===== src/rtl/uart_pkg.sv =====
// Shared UART definitions: frame constants, receiver state encoding, width helper.
package uart_pkg;

   localparam int unsigned DATA_BITS  = 8;
   localparam logic        IDLE_LEVEL = 1'b1;

   typedef enum logic [2:0] {
      IDLE,
      START,
      DATA,
      PARITY,
      STOP,
      WAIT_HIGH
   } rx_state_t;

   // Bit width needed to index n items; never returns 0.
   function automatic int unsigned safe_clog2(input int unsigned n);
      return (n <= 1) ? 1 : $clog2(n);
   endfunction

endpackage


===== src/rtl/sync_fifo.sv =====
// Show-ahead synchronous FIFO; pop_data always presents the head entry.
module sync_fifo #(
   parameter  int unsigned WIDTH = 8,
   parameter  int unsigned DEPTH = 4,
   localparam int unsigned PTR_W = uart_pkg::safe_clog2(DEPTH),
   localparam int unsigned CNT_W = $clog2(DEPTH) + 1
) (
   input  logic             clk,
   input  logic             reset_n,
   input  logic             push,
   input  logic [WIDTH-1:0] push_data,
   input  logic             pop,
   output logic [WIDTH-1:0] pop_data,
   output logic             empty,
   output logic             full,
   output logic [CNT_W-1:0] count
);

   logic [WIDTH-1:0] mem [DEPTH];
   logic [PTR_W-1:0] wr_ptr;
   logic [PTR_W-1:0] rd_ptr;
   logic             do_push_c;
   logic             do_pop_c;

   // A push into a full FIFO is only taken when a pop frees the slot that cycle.
   assign do_pop_c  = pop && !empty;
   assign do_push_c = push && (!full || do_pop_c);

   assign empty    = (count == '0);
   assign full     = (count == CNT_W'(DEPTH));
   assign pop_data = mem[rd_ptr];

   always_ff @(posedge clk or negedge reset_n) begin
      if (!reset_n) begin
         wr_ptr <= '0;
         rd_ptr <= '0;
         count  <= '0;
         for (int i = 0; i < int'(DEPTH); i++) begin
            mem[i] <= '0;
         end
      end else begin
         if (do_push_c) begin
            mem[wr_ptr] <= push_data;
            wr_ptr      <= wr_ptr + 1'b1;
         end
         if (do_pop_c) begin
            rd_ptr <= rd_ptr + 1'b1;
         end
         case ({do_push_c, do_pop_c})
            2'b10:   count <= count + 1'b1;
            2'b01:   count <= count - 1'b1;
            default: count <= count;
         endcase
      end
   end

endmodule


===== src/rtl/uart_rx_fifo.sv =====
// Oversampling UART receiver with glitch-rejecting start detection, optional parity,
// stop-bit framing check and a show-ahead receive FIFO with valid/ready output.
module uart_rx_fifo
   import uart_pkg::*;
#(
   parameter  int unsigned CLKS_PER_BIT = 8,
   parameter  bit          PARITY_EN    = 1'b0,
   parameter  bit          PARITY_ODD   = 1'b0,
   parameter  int unsigned FIFO_DEPTH   = 4,
   localparam int unsigned COUNT_W      = $clog2(FIFO_DEPTH) + 1
) (
   input  logic                 clk,
   input  logic                 reset_n,
   input  logic                 rx,
   output logic [DATA_BITS-1:0] m_data,
   output logic                 m_valid,
   input  logic                 m_ready,
   input  logic                 clr_err,
   output logic                 frame_err,
   output logic                 parity_err,
   output logic                 overrun,
   output logic                 rx_busy,
   output logic [COUNT_W-1:0]   fifo_count
);

   localparam int unsigned CNT_W = safe_clog2(CLKS_PER_BIT);
   localparam int unsigned BIT_W = safe_clog2(DATA_BITS);

   localparam logic [CNT_W-1:0] MID_CNT  = CNT_W'(CLKS_PER_BIT / 2 - 1);
   localparam logic [CNT_W-1:0] END_CNT  = CNT_W'(CLKS_PER_BIT - 1);
   localparam logic [BIT_W-1:0] LAST_BIT = BIT_W'(DATA_BITS - 1);

   logic                 rx_meta;
   logic                 rx_s;

   rx_state_t            state_q;
   rx_state_t            state_d;
   logic [CNT_W-1:0]     cnt_q;
   logic [CNT_W-1:0]     cnt_d;
   logic [BIT_W-1:0]     bit_q;
   logic [BIT_W-1:0]     bit_d;
   logic [DATA_BITS-1:0] shift_q;
   logic [DATA_BITS-1:0] shift_d;
   logic                 par_q;
   logic                 par_d;

   logic                 push_c;
   logic                 pop_c;
   logic                 frame_err_d;
   logic                 parity_err_d;
   logic                 overrun_d;
   logic                 fifo_empty;
   logic                 fifo_full;

   // Two-flop synchronizer, preset to the idle line level.
   always_ff @(posedge clk or negedge reset_n) begin
      if (!reset_n) begin
         rx_meta <= IDLE_LEVEL;
         rx_s    <= IDLE_LEVEL;
      end else begin
         rx_meta <= rx;
         rx_s    <= rx_meta;
      end
   end

   // FSM and datapath state registers.
   always_ff @(posedge clk or negedge reset_n) begin
      if (!reset_n) begin
         state_q    <= IDLE;
         cnt_q      <= '0;
         bit_q      <= '0;
         shift_q    <= '0;
         par_q      <= 1'b0;
         frame_err  <= 1'b0;
         parity_err <= 1'b0;
         overrun    <= 1'b0;
         rx_busy    <= 1'b0;
      end else begin
         state_q    <= state_d;
         cnt_q      <= cnt_d;
         bit_q      <= bit_d;
         shift_q    <= shift_d;
         par_q      <= par_d;
         frame_err  <= frame_err_d;
         parity_err <= parity_err_d;
         overrun    <= overrun_d;
         rx_busy    <= (state_d != IDLE);
      end
   end

   // Next-state logic; every sample after the start bit lands one bit period
   // after the previous one, so all are centred on the mid-bit point.
   always_comb begin
      state_d      = state_q;
      cnt_d        = cnt_q;
      bit_d        = bit_q;
      shift_d      = shift_q;
      par_d        = par_q;
      push_c       = 1'b0;
      frame_err_d  = 1'b0;
      parity_err_d = 1'b0;

      case (state_q)
         IDLE: begin
            cnt_d = '0;
            if (rx_s != IDLE_LEVEL) begin
               state_d = START;
            end
         end

         START: begin
            if (cnt_q == MID_CNT) begin
               cnt_d = '0;
               if (rx_s == IDLE_LEVEL) begin
                  state_d = IDLE;
               end else begin
                  state_d = DATA;
                  bit_d   = '0;
                  par_d   = 1'b0;
               end
            end else begin
               cnt_d = cnt_q + 1'b1;
            end
         end

         DATA: begin
            if (cnt_q == END_CNT) begin
               cnt_d   = '0;
               shift_d = {rx_s, shift_q[DATA_BITS-1:1]};
               if (bit_q == LAST_BIT) begin
                  state_d = PARITY_EN ? PARITY : STOP;
               end else begin
                  bit_d = bit_q + 1'b1;
               end
            end else begin
               cnt_d = cnt_q + 1'b1;
            end
         end

         PARITY: begin
            if (cnt_q == END_CNT) begin
               cnt_d   = '0;
               par_d   = (^shift_q) ^ rx_s ^ PARITY_ODD;
               state_d = STOP;
            end else begin
               cnt_d = cnt_q + 1'b1;
            end
         end

         STOP: begin
            if (cnt_q == END_CNT) begin
               cnt_d = '0;
               if (rx_s == IDLE_LEVEL) begin
                  push_c       = 1'b1;
                  parity_err_d = par_q;
                  state_d      = IDLE;
               end else begin
                  frame_err_d = 1'b1;
                  state_d     = WAIT_HIGH;
               end
            end else begin
               cnt_d = cnt_q + 1'b1;
            end
         end

         WAIT_HIGH: begin
            cnt_d = '0;
            if (rx_s == IDLE_LEVEL) begin
               state_d = IDLE;
            end
         end

         default: begin
            state_d = IDLE;
            cnt_d   = '0;
         end
      endcase
   end

   // Sticky overrun: a dropped byte outranks a coincident clear.
   always_comb begin
      overrun_d = overrun;
      if (clr_err) begin
         overrun_d = 1'b0;
      end
      if (push_c && fifo_full && !pop_c) begin
         overrun_d = 1'b1;
      end
   end

   assign pop_c   = m_valid && m_ready;
   assign m_valid = !fifo_empty;

   sync_fifo #(
      .WIDTH (DATA_BITS),
      .DEPTH (FIFO_DEPTH)
   ) u_fifo (
      .clk       (clk),
      .reset_n   (reset_n),
      .push      (push_c),
      .push_data (shift_q),
      .pop       (pop_c),
      .pop_data  (m_data),
      .empty     (fifo_empty),
      .full      (fifo_full),
      .count     (fifo_count)
   );

endmodule


===== config.mk =====
export PLATFORM = sky130hd
export DESIGN_NAME = uart_rx_fifo
export DESIGN_NICKNAME = d
export VERILOG_FILES = /design/src/rtl/uart_pkg.sv /design/src/rtl/sync_fifo.sv /design/src/rtl/uart_rx_fifo.sv
export SDC_FILE = /design/constraint.sdc
export NUM_CORES = 1
export LEC_CHECK = 0
export CAP_MARGIN = 20
export CORE_UTILIZATION = 65
export CTS_BUF_LIST = sky130_fd_sc_hd__clkbuf_16
export DETAILED_ROUTE_END_ITERATION = 8
export DONT_BUFFER_PORTS = 1
export PLACE_DENSITY = 0.81
export SYNTH_ARGS = -nofsm -noshare
export SYNTH_HDL_FRONTEND = slang
export SYNTH_HIERARCHICAL = 1
export SYNTH_SLANG_ARGS = --single-unit

===== constraint.sdc =====
create_clock -name clk -period 4.8 [get_ports clk]
set_input_delay 0.72 -clock clk [delete_from_list [all_inputs] [get_ports clk]]
set_output_delay 0.72 -clock clk [all_outputs]
set_load 0.05 [all_outputs]

==> reports/metrics.yaml <==
status:
  outcome: "complete, but fails checks"
  violations: "design-rule violations"
cts:
  root_buffer: "clkbuf_16"
  post_cts_buffers: 0
  clk_latency_ps: 320
  clockBufferDepth: 2
  clk_pin_slew_worst_paths_ps: 50
  cts_buffers: 9
  cts-resized-gates: 0
  cts_sinks: 63
  hold_buffers: 0
  cts_tree: "done"
  htree_levels: 3
floorplan:
  core_area_um2: 4440
  die-area_um2: 4990
  rows: 24
  io_pins: 21
  fp.dieW_um: 70.7
  fp.dieH_um: 70.7
  start_util: 0.690
placement:
  gp_congestion: 0.804
  io_buffers: 0
  dp_hpwl_um: 3480
sta:
  fin_setup_tns_ps: 0
  slew_headroom: 0.552
  min_period_ps: 2910
  finalClockSkew_ps: 4.29
  tightest_slew_ps: 672
  finalHoldViolations: 0
  setup_viol: 0
  max_freq_mhz: 343
  final.period_utilization: 0.607
  rsz0062_at_grt: "false"
  slew_violations: 0
routing:
  avgViaCountPerCell: 6.14
  ant_nets: 0
  route.detailed.drc: 6
  drt_iter0_drc: 82
  wl_um: 5340
  num_vias: 1731
  wl_per_cell_um: 18.9
  drt_pre_antenna_iters: 6
final_layout:
  nets: 243
  drive_above_1_share: 0.339
  antenna_cells: 0
  area_growth_pct: 10.6
worst_setup_path:
  worstPathRequired_ps: 4980
  crit_path_cell_trace: "nor3_1, nor2b_1, nor4b_4, or2b_2, ha_1, inv_1, fa_1, xor2_1, nor2_1, xor2_1"
  crit_arrival_ps: 3100
  path_max_fanout: 6
  crit_family: "simple AND/OR/NAND/NOR gates"
  crit_type: "reg2reg"
  start_kind: "flop"
  worst_path_largest_cell_delay_ps: 630
  crit_buf_inv: 1
  critPathMostFrequentCell: "xor2_1"
  cp-end-kind: "flop"
  slowest_stage: "dfrtp_1"
global_route:
  antenna_found_initial: 0
  grt_pass1_wl_um: 9200
  grt_usage: 0.249
  first_global_vias: 1887
  grt_max_degree: 64
  gr-total-overflow: 0
logic_synthesis:
  synthesis.yosys.warnings: 6
  syn_area_per_cell_um2: 13.9
  netlist_area_um2: 3070
  ys_ff_latch: 63
  synth_top_area_frac: 0.498
  synthTopCellsByArea: "dfrtp_1, mux2_2, mux4_2, ha_1, xnor2_1"
  synth_fp_nets: 239
  synth_cell_types: 45
  synth_area_leader_cell: "dfrtp_1"
  synth-seq-area-share: 0.515
  syn_inst: 221
power:
  power_density_nw_per_um2: 494
  leakage_nw: 1.65
  ir_drop_mv: 0.384
  p_total_mw: 1.67
min_path:
  min_path_type: "in2async"
job:
  cap_violations: 0
[Yosys cell counts, drive strengths merged]
cell type and n:
or3b 1, a22oi 1, nor4b 2, o31a 1, nor2b 4, nor4 1
and2b 2, o22ai 1, and2 1, inv 10, xnor2 7, and3 3
dfstp 2, dfrtp 61, a31oi 1, mux2 43, fa 1, xnor3 1
ha 12, nor3 2, mux2i 1, xor2 5, a22o 4, a21oi 3
nand2 10, or2b 2, or2 1, mux4 8, and4bb 2, o21ai 4
nand2b 1, nand3 2, buf 7, o31ai 1, nor2 10, or3 1
nor3b 2
[cell usage in the layout, fill, tap and decap left out, types with 5 or more instances in the layout]
master     synthesis  layout
nand2_1           10      10
xnor2_1            7       7
nor2_1             6       6
ha_1              12      12
mux2_2            41      41
inv_1             10      11
clkbuf_16          0       9
dfrtp_1           61      61
mux4_2             8       8
xor2_1             5       5
[power breakdown]
part	switching, mW	internal [mW]	total (mW)
logic	0.116	0.131	0.248
registers	0.174	0.580	0.754
clock network	0.223	0.450	0.673
[worst paths after layout]
kind	start	end	slack, ps	cells past startpoint
max in group asynchronous	reset_n	rx_meta	4520	0
min in group clk	rx_meta	rx_s	360	0
worst min register to register	rx_meta	rx_s	360	0
worst max register to register	u_fifo/count[0]	u_fifo/count[2]	1890	10
worst max-delay path	u_fifo/count[0]	u_fifo/count[2]	1890	10
worst min-delay path	reset_n	u_fifo/mem[15]	90	0
[per-stage QoR]
| step | instance area (µm²) | util | hold WS, ps | setup WS, ps | std cells |
|---|---|---|---|---|---|
| floorplan | 3070 | - | 345 | 2160 | 221 |
| global placement | 3080 | 0.692 | 347 | 2080 | 266 |
| detailed placement | 3080 | 0.692 | 349 | 1880 | 266 |
| CTS | 3390 | 0.763 | 78.6 | 1870 | 282 |
| global route | 3390 | 0.763 | 75.9 | 1730 | 282 |
| finish | 3390 | 0.763 | 91.7 | 1890 | 282 |
[kinds of logic (layout without fill, tap and decap cells)]
logic type | Yosys count | after routing | synth area share
DFF | 63 | 63 | 0.515
muxes | 52 | 52 | 0.220
and+or+nand+nor | 47 | 47 | 0.102
buffers and inverters | 17 | 26 | 0.0302
AOI/OAI and AO/OA | 16 | 16 | 0.0351
adders and majority gates | 13 | 13 | 0.0555
xor gates and xnor gates | 13 | 13 | 0.0416
[layout make-up]
| class | instances | area, µm² |
|---|---|---|
| sequential | 63 | 1580 |
| inverter | 10 | 37.5 |
| tap | 52 | 65.1 |
| multi-input combinational | 141 | 1390 |
| clock buffer | 9 | 225 |
| clock inverter | 7 | 88.8 |
| fill | 281 | 1050 |
[state kept, by name, indices dropped and copies added, names as in the netlist]
name and cells:
rx_busy 1, rx_s 1, u_fifo/count 3, shift_q 8, bit_q 3, frame_err 1, u_fifo/mem 32, par_q 1
state_q 3, parity_err 1, overrun 1, u_fifo/rd_ptr 2, cnt_q 3, rx_meta 1, u_fifo/wr_ptr 2
[layer usage]
metal	track usage	vias to the layer above	share of wire
met3	0.0755	9	0.058
met5	0	-	0
met2	0.393	47	0.49
met1	0.331	881	0.44
li1	-	794	-
met4	0.0933	0	0.014
No activity file was read; power rests on OpenSTA's default activity.
